==> config.mk <==
export PLATFORM = sky130hd
export DESIGN_NAME = reg_access_arbiter
export DESIGN_NICKNAME = d
export VERILOG_FILES = /design/src/rtl/sd_reg_pkg.sv /design/src/rtl/reg_addr_decode.sv /design/src/rtl/reg_access_arbiter.sv
export SDC_FILE = /design/constraint.sdc
export NUM_CORES = 1
export LEC_CHECK = 0
export BUFFER_PORTS_ARGS = -buffer_cell sky130_fd_sc_hd__buf_4
export CAP_MARGIN = 20
export CORE_AREA = 5 5 113 115
export DETAILED_ROUTE_END_ITERATION = 10
export DIE_AREA = 0 0 118 120
export PLACE_DENSITY = 0.76
export SYNTH_ARGS = -nofsm -noshare
export SYNTH_HDL_FRONTEND = slang
export SYNTH_SLANG_ARGS = --single-unit
==> constraint.sdc <==
create_clock -name clk -period 2.1 [get_ports clk]
set_clock_uncertainty 0.05 [all_clocks]
set_input_delay 0.315 -clock clk [delete_from_list [all_inputs] [get_ports clk]]
set_output_delay 0.315 -clock clk [all_outputs]
set_load 0.1 [all_outputs]
==> src/rtl/sd_reg_pkg.sv <==
// Shared definitions for the SD host register-access path: bus widths,
// register offsets, the read-only set and the arbiter state encoding.
package sd_reg_pkg;

  localparam int ADDR_W = 12;
  localparam int DATA_W = 32;

  localparam logic [ADDR_W-1:0] REG_004 = 12'h004;
  localparam logic [ADDR_W-1:0] REG_006 = 12'h006;
  localparam logic [ADDR_W-1:0] REG_008 = 12'h008;
  localparam logic [ADDR_W-1:0] REG_00A = 12'h00A;
  localparam logic [ADDR_W-1:0] REG_00C = 12'h00C;
  localparam logic [ADDR_W-1:0] REG_00E = 12'h00E;
  localparam logic [ADDR_W-1:0] REG_010 = 12'h010;
  localparam logic [ADDR_W-1:0] REG_012 = 12'h012;
  localparam logic [ADDR_W-1:0] REG_024 = 12'h024;
  localparam logic [ADDR_W-1:0] REG_02A = 12'h02A;
  localparam logic [ADDR_W-1:0] REG_030 = 12'h030;
  localparam logic [ADDR_W-1:0] REG_032 = 12'h032;
  localparam logic [ADDR_W-1:0] REG_054 = 12'h054;

  // Registers that accept reads but reject writes.
  localparam int NUM_RO = 2;
  localparam logic [NUM_RO-1:0][ADDR_W-1:0] RO_REGS = {REG_030, REG_024};

  typedef enum logic [2:0] {
    ST_IDLE  = 3'd0,
    ST_ISSUE = 3'd1,
    ST_WAIT  = 3'd2,
    ST_RESP  = 3'd3,
    ST_ERR   = 3'd4
  } arb_state_e;

  typedef enum logic {
    GRANT_A = 1'b0,
    GRANT_B = 1'b1
  } grant_e;

endpackage

==> src/rtl/reg_addr_decode.sv <==
// Combinational legality check for a register access: the offset must be
// implemented, and writes to read-only offsets are refused.
module reg_addr_decode
  import sd_reg_pkg::*;
#(
  parameter int AW = ADDR_W
) (
  input  logic [AW-1:0] addr,
  input  logic          wr,
  output logic          legal
);

  logic known;
  logic read_only;

  always_comb begin
    known = 1'b0;
    case (addr)
      AW'(REG_004), AW'(REG_006), AW'(REG_008), AW'(REG_00A),
      AW'(REG_00C), AW'(REG_00E), AW'(REG_010), AW'(REG_012),
      AW'(REG_024), AW'(REG_02A), AW'(REG_030), AW'(REG_032),
      AW'(REG_054): known = 1'b1;
      default:      known = 1'b0;
    endcase
    read_only = 1'b0;
    for (int i = 0; i < NUM_RO; i++) begin
      if (addr == AW'(RO_REGS[i])) read_only = 1'b1;
    end
  end

  assign legal = known && !(wr && read_only);

endmodule

==> src/rtl/reg_access_arbiter.sv <==
// Round-robin arbiter giving the CPU (port A) and the host engine (port B)
// single-transaction access to the SD host register block, with timeout.
module reg_access_arbiter #(
  parameter int TIMEOUT_CYCLES = 16,
  parameter int ADDR_W         = sd_reg_pkg::ADDR_W,
  parameter int DATA_W         = sd_reg_pkg::DATA_W
) (
  input  logic                   clk,
  input  logic                   rst_n,
  input  logic                   a_req,
  input  logic                   a_wr,
  input  logic [ADDR_W-1:0]      a_addr,
  input  logic [DATA_W-1:0]      a_wdata,
  output logic                   a_ack,
  output logic [DATA_W-1:0]      a_rdata,
  output logic                   a_err,
  input  logic                   b_req,
  input  logic                   b_wr,
  input  logic [ADDR_W-1:0]      b_addr,
  input  logic [DATA_W-1:0]      b_wdata,
  output logic                   b_ack,
  output logic [DATA_W-1:0]      b_rdata,
  output logic                   b_err,
  output logic                   reg_req,
  output logic                   reg_wr_valid,
  output logic [ADDR_W-1:0]      reg_addrs,
  output logic [DATA_W-1:0]      reg_wr_data,
  input  logic [DATA_W-1:0]      reg_rd_data,
  input  logic                   reg_ack,
  output logic                   busy,
  output sd_reg_pkg::arb_state_e dbg_state
);
  import sd_reg_pkg::*;

  localparam int CNT_W = $clog2(TIMEOUT_CYCLES + 1);

  arb_state_e        state_q;
  grant_e            last_grant_q, gid_q;
  logic [CNT_W-1:0]  cnt_q;
  logic              a_ack_q, a_err_q, b_ack_q, b_err_q;
  logic [DATA_W-1:0] a_rdata_q, b_rdata_q;
  logic              reg_req_q, reg_wr_valid_q;
  logic [ADDR_W-1:0] reg_addrs_q;
  logic [DATA_W-1:0] reg_wr_data_q;

  grant_e            gid_d;
  logic              grant_d, wr_d, legal_d, timeout_d;
  logic [ADDR_W-1:0] addr_d;
  logic [DATA_W-1:0] wdata_d;
  logic              fire_d, err_d, to_b_d;
  logic [DATA_W-1:0] data_d;

  // Round-robin: on a tie the requester that did not win last time goes next.
  always_comb begin
    grant_d = a_req | b_req;
    if (a_req && b_req) gid_d = (last_grant_q == GRANT_B) ? GRANT_A : GRANT_B;
    else if (a_req)     gid_d = GRANT_A;
    else                gid_d = GRANT_B;
    wr_d    = (gid_d == GRANT_A) ? a_wr    : b_wr;
    addr_d  = (gid_d == GRANT_A) ? a_addr  : b_addr;
    wdata_d = (gid_d == GRANT_A) ? a_wdata : b_wdata;
  end

  reg_addr_decode #(.AW(ADDR_W)) u_decode (
    .addr  (addr_d),
    .wr    (wr_d),
    .legal (legal_d)
  );

  assign timeout_d = (cnt_q == CNT_W'(TIMEOUT_CYCLES - 1));

  // Response launched this edge; it appears on the granted port next cycle.
  always_comb begin
    fire_d = 1'b0;
    err_d  = 1'b0;
    data_d = '0;
    to_b_d = (gid_q == GRANT_B);
    unique case (state_q)
      ST_IDLE: begin
        if (grant_d && !legal_d) begin
          fire_d = 1'b1;
          err_d  = 1'b1;
          to_b_d = (gid_d == GRANT_B);
        end
      end
      ST_WAIT: begin
        if (reg_ack) begin
          fire_d = 1'b1;
          data_d = reg_wr_valid_q ? '0 : reg_rd_data;
        end else if (timeout_d) begin
          fire_d = 1'b1;
          err_d  = 1'b1;
        end
      end
      default: ;
    endcase
  end

  always_ff @(posedge clk) begin
    if (!rst_n) begin
      state_q        <= ST_IDLE;
      last_grant_q   <= GRANT_B;
      gid_q          <= GRANT_A;
      cnt_q          <= '0;
      a_ack_q        <= 1'b0;
      a_err_q        <= 1'b0;
      a_rdata_q      <= '0;
      b_ack_q        <= 1'b0;
      b_err_q        <= 1'b0;
      b_rdata_q      <= '0;
      reg_req_q      <= 1'b0;
      reg_wr_valid_q <= 1'b0;
      reg_addrs_q    <= '0;
      reg_wr_data_q  <= '0;
    end else begin
      a_ack_q   <= fire_d && !to_b_d;
      a_err_q   <= fire_d && !to_b_d && err_d;
      a_rdata_q <= (fire_d && !to_b_d) ? data_d : '0;
      b_ack_q   <= fire_d && to_b_d;
      b_err_q   <= fire_d && to_b_d && err_d;
      b_rdata_q <= (fire_d && to_b_d) ? data_d : '0;
      unique case (state_q)
        ST_IDLE: begin
          if (grant_d) begin
            gid_q        <= gid_d;
            last_grant_q <= gid_d;
            if (legal_d) begin
              state_q        <= ST_ISSUE;
              reg_req_q      <= 1'b1;
              reg_wr_valid_q <= wr_d;
              reg_addrs_q    <= addr_d;
              reg_wr_data_q  <= wdata_d;
            end else begin
              state_q <= ST_ERR;
            end
          end
        end
        ST_ISSUE: begin
          state_q <= ST_WAIT;
          cnt_q   <= '0;
        end
        ST_WAIT: begin
          if (reg_ack || timeout_d) begin
            state_q        <= reg_ack ? ST_RESP : ST_ERR;
            reg_req_q      <= 1'b0;
            reg_wr_valid_q <= 1'b0;
            reg_addrs_q    <= '0;
            reg_wr_data_q  <= '0;
          end else begin
            cnt_q <= cnt_q + CNT_W'(1);
          end
        end
        ST_RESP, ST_ERR: state_q <= ST_IDLE;
        default:         state_q <= ST_IDLE;
      endcase
    end
  end

  assign a_ack        = a_ack_q;
  assign a_err        = a_err_q;
  assign a_rdata      = a_rdata_q;
  assign b_ack        = b_ack_q;
  assign b_err        = b_err_q;
  assign b_rdata      = b_rdata_q;
  assign reg_req      = reg_req_q;
  assign reg_wr_valid = reg_wr_valid_q;
  assign reg_addrs    = reg_addrs_q;
  assign reg_wr_data  = reg_wr_data_q;
  assign busy         = (state_q != ST_IDLE);
  assign dbg_state    = state_q;

endmodule
* Word level (Yosys, flattened, before mapping)
Index checks and enable logic that the tools add are counted.
Storage, ports and cells: flip-flop bits (word level) 124, input port bits 127
Cells by class: add/subtract/negate cells 1, equal/unequal tests 20, muxes and demuxes 42, bitwise operators 1, reduce and logical (&&, ||, !) cells 23
Operator list (count):
- 2-to-1 mux 32 bit | 7
- case mux 32 bit (2 select lines) | 1
- == test 12 x 4 -> 1 bit (second input constant) | 4
- == test 12 x 6 -> 1 bit (second input constant) | 4
- 2-to-1 mux 12 bit | 4
- == test 12 x 3 -> 1 bit (second input constant) | 2
- == test 12 x 5 -> 1 bit (second input constant) | 2
- case mux 12 bit (2 select lines) | 1
- 2-to-1 mux 1 bit | 18
- OR reduction 13 bit | 1
- == test 12 x 7 -> 1 bit (second input constant) | 1
- 2-to-1 mux 3 bit | 4
- case mux 5 bit (2 select lines) | 1
- AND reduction 2 bit | 5
- case mux 3 bit (3 select lines) | 1
- logical AND 1 bit | 8
- inequality test 2 bit (second input constant) | 4
- case mux 1 bit (2 select lines) | 4
- adder 5 x 1 -> 5 bit (second input constant) | 1
- == test 5 x 4 -> 1 bit (second input constant) | 1
- 2-to-1 mux 5 bit | 1
- AND reduction 4 bit | 1
- nonzero test 2 bit | 2
- == test 3 x 1 -> 1 bit (second input constant) | 1
- 6 further kinds | 8

* Longest topological paths before layout
depth after elaboration 16, depth in mapped cells 9, gate-level depth less buffers 9

* By module
From an unflattened synthesis, not the netlist that was laid out.
Second synthesis, totals: cells, all modules 388, area, all modules 4403.0 um^2
By module, submodules not included:
- reg_access_arbiter | times used 1, cells an instance 372, area each 4305.4 um^2
- reg_addr_decode | times used 1, cells an instance 16, area each 97.6 um^2

* Worst setup path before layout
OpenSTA, ideal clock, no wires.
path kind reg-to-reg, start reg state_q[2] (netlist: dbg_state[2]), end reg a_rdata_q[2] (netlist: a_rdata[2]), library setup time 61 ps, data arrival time 2826 ps, required time 1989 ps, slack -837 ps, stages on the path, launching flop included 8, path buffers 1, clock period less this slack 2937 ps, cells stage by stage dfxtp_1 nor2_2 nand2_1 nor3_1 o32ai_1 a21oi_2 clkbuf_2 and3_1
On the way: cells in the longest elaborated chain, start to end 5
Ends and longest elaborated chain:
- from (decl) | RTL line reg_access_arbiter.sv:37 | arb_state_e state_q;
- from (signal assigned) | RTL line reg_access_arbiter.sv:144 | state_q <= reg_ack ? ST_RESP : ST_ERR;
- parallel branches: the longest is 5 deep, another holds == test 3 x 2 -> 1 bit
- to (signal assigned) | RTL line reg_access_arbiter.sv:118 | a_rdata_q <= (fire_d && !to_b_d) ? data_d : '0;
- to (decl) | RTL line reg_access_arbiter.sv:41 | logic [DATA_W-1:0] a_rdata_q, b_rdata_q;
Several ways; the timed one is not identified. A chain may end at the register's enable or synchronous reset.

* Worst setup path in the final report
start reg cnt_q[1], end reg b_rdata_q[10] (netlist: b_rdata[10])
On the way: cells in the longest elaborated chain, start to end 6
Ends and longest elaborated chain:
- from (decl) | RTL line reg_access_arbiter.sv:39 | logic [CNT_W-1:0] cnt_q;
- from (signal assigned) | RTL line reg_access_arbiter.sv:150 | cnt_q <= cnt_q + CNT_W'(1);
- == test 5 x 4 -> 1 bit | RTL line reg_access_arbiter.sv:70 | assign timeout_d = (cnt_q == CNT_W'(TIMEOUT_CYCLES - 1));
- 2-to-1 mux 1 bit | RTL line reg_access_arbiter.sv:90 | end else if (timeout_d) begin
- 2-to-1 mux 1 bit | RTL line reg_access_arbiter.sv:87 | if (reg_ack) begin
- case mux 1 bit (2 select lines) | RTL line reg_access_arbiter.sv:78 | unique case (state_q)
- logical AND 1 bit | RTL line reg_access_arbiter.sv:121 | b_rdata_q <= (fire_d && to_b_d) ? data_d : '0;
- AND reduction 2 bit (no source line)
- to (signal assigned) | RTL line reg_access_arbiter.sv:121
- to (decl) | RTL line reg_access_arbiter.sv:41
No other way between the ends.

==> results by group <==
Status
  • Status: finished with violations
  • Failing checks: setup timing

Floorplanning
  • Initial Util: 0.401
  • Die X: 118 um
  • Num rows: 40
  • Core area: 11700 sq um
  • Io pins: 245
  • DIE AREA: 14200 sq um
  • Die Span Y: 120 um

Synthesis
  • YS warnings: 0
  • Async SR Flop Fraction: 0
  • Syn nets: 544
  • Register bit total from synthesis: 124
  • Mapped Cells: 415
  • Most common cell in the netlist: dfxtp_1
  • Mapped cell area: 4690 sq um
  • Yosys cell types: 59
  • Synth area leader: dfxtp_1
  • Ys flop type: dfxtp_1
  • Yosys top cell area share: 0.529
  • Seq/Total Area, Yosys: 0.529
  • Syn_area_per_cell: 11.3 sq um
  • Post-synth EDFFs: 0
  • Most instantiated cells after synthesis: dfxtp_1 (124), and3_1 (69), mux2i_1 (41)
  • Area contributors post-synth: dfxtp_1 (53%), and3_1 (9.2%), mux2i_1 (8.7%)

Placed design
  • GPL Wtd Cong: 0.860
  • Buffers on Ports: 244
  • DPL Wire Length: 10600 um

Route
  • Via density: 5.12
  • Drt wl/cell: 18.7 um
  • DRC viols: 0
  • Routed Antenna Nets: 0
  • DRT iter0 DRCs: 213
  • Router iterations before antenna repair: 4
  • Vias after detailed routing: 4446
  • Post-Route WL: 16200 um

Pwr
  • LEAKAGE: 3.96 nW
  • Overall power: 6.01 mW
  • Maximum VDD drop: 0.582 mV
  • Pwr Density: 733 nW/um^2

Clock network
  • # H-tree levels: 4
  • CTS Buf Count: 17
  • Maximum root-to-sink buffer count: 2
  • Root buffer cell: clkbuf_16
  • Hold-fix buffers at CTS: 0
  • Sink Count: 124
  • CTS tree: built
  • CTS clk-pin slew, worst paths: 0.05 ns
  • Worst skew pair latency: 0.40 ns

Cells and area
  • Final #Nets: 838
  • Utilization after layout: 0.700
  • Layout Area Growth over Synthesis: 74.6%
  • Share of cells above drive strength 1: 0.571
  • # diodes: 0

GRT
  • Gr usage total: 0.204
  • Initial antenna violation count: 0
  • GR Overflow Total: 0
  • Vias in the first global route: 4525
  • First-pass GRT wire length: 23200 um
  • Largest net degree at the start of global routing: 65

STA
  • Fin crit share: 1.01
  • Final worst slack: -0.0259 ns
  • Slew of the pin with the lowest slew margin: 0.647 ns
  • Post-route setup TNS: -0.212 ns
  • Worst slew margin: 0.569
  • # setup viols final: 13
  • Pins Over Slew Limit: 0
  • Max Clk Rate: 0.470 GHz
  • Final Hold Viols: 0
  • Worst hold slack: 0.0933 ns
  • Crit path time final: 2.13 ns
  • Unrepaired setup endpoints after global routing: true

Min path
  • Hold Crit Class: input port to register

Setup path
  • Setup crit end kind: register
  • CP Max Fanout: 8
  • CP max stage cell: dfxtp_2
  • Worst EP arrival: 2.42 ns
  • CP Cell Sequence: ha_4 > and3_4 > ha_4 > o211ai_1 > a21boi_2 > a41o_4 > a21oi_4 > clkbuf_16 > and3_4
  • Critical path class: register to register
  • Worst Path Required: 2.40 ns
  • Slowest stage delay, CP: 0.35 ns
  • Worst setup SP type: register

Flow run
  • MaxCap Viol Count: 0
[sequential cells by signal (all words and copies together), names as in the netlist]
register / count
gid_q: 1
b_ack: 1
reg_wr_valid: 1
a_rdata: 32
a_ack: 1
reg_addrs: 12
last_grant_q: 1
b_err: 1
cnt_q: 5
a_err: 1
reg_wr_data: 32
dbg_state: 3
b_rdata: 32
reg_req: 1
[cells by family after synthesis]
group / synth area share
adders and majority gates: 0.00533
AOI/OAI and AO/OA: 0.139
xor gates and xnor gates: 0.0112
buffers and inverters: 0.0435
and+or+nand+nor: 0.180
muxes: 0.0922
DFF: 0.529
[timing repair]
action	CTS	global route
pin swaps	8	16
setup endpoints to repair	109	116
gates resized for setup	19	61
cloned	3	10
buffers inserted	8	7
[critical path: cells and delay by family, from the launching register on]
kind	cells	cell delay, ns
and+or+nand+nor	2	0.34
AOI/OAI and AO/OA	4	0.82
DFF	1	0.35
buffers and inverters	1	0.21
adders and majority gates	2	0.30
[stage by stage]
stage               cells  worst slack (ns)  instance area (sq um)
floorplan             415         -0.000393                   4720
global placement      812            -0.314                   6860
detailed placement    812            -0.388                   6860
CTS                   855           0.00778                   7640
global route          869           -0.0598                   8200
finish                869           -0.0259                   8200
[cell type report]
class / instances / area (sq um)
clock inverters: 9 / 108
inverters: 4 / 15.0
flip-flops and latches: 124 / 2490
clock buffers: 23 / 488
well taps: 147 / 184
repair buffers: 303 / 2540
fillers: 847 / 3520
multi-input cells: 259 / 2360
[metal layers]
metal,track usage,vias to the layer above,share of wire
li1,-,2132,-
met1,0.233,2065,0.40
met2,0.336,219,0.49
met3,0.0829,30,0.091
met4,0.0875,0,0.022
met5,0,-,0
[worst paths after layout]
check | slack [ns] | depth (start not counted) | endpoint | startpoint
worst min-delay path | 0.09 | 2 | b_rdata[3] | reg_rd_data[3]
worst max-delay path | -0.03 | 9 | b_rdata[10] | cnt_q[1]
worst min register to register | 0.42 | 1 | reg_wr_data[1] | reg_wr_data[1]
worst max register to register | -0.03 | 9 | b_rdata[10] | cnt_q[1]
[power by group]
part | total [mW] | switching, mW | internal, mW
clock network | 2.90 | 1.03 | 1.87
logic | 0.737 | 0.356 | 0.381
registers | 2.37 | 0.0107 | 2.36
total | 6.01 | 1.39 | 4.62
[cells in the final DEF, fill, tap and decap left out, types with 3 or more instances in the layout]
cell type / instances
buf_4: 276
dfxtp_1: 118
and3_1: 57
mux2i_1: 41
clkbuf_16: 23
o2bb2ai_1: 21
o2bb2ai_2: 18
and3_4: 13
buf_6: 13
nor2_1: 12
nor3_1: 6
buf_12: 6
o21ai_0: 5
nand2_1: 5
nor2b_1: 5
dfxtp_2: 5
inv_1: 4
xnor2_1: 4
and2_4: 4
clkbuf_8: 4
a21oi_4: 3
nand4_1: 3
clkinvlp_4: 3
Power figures use the tool's default switching activity.
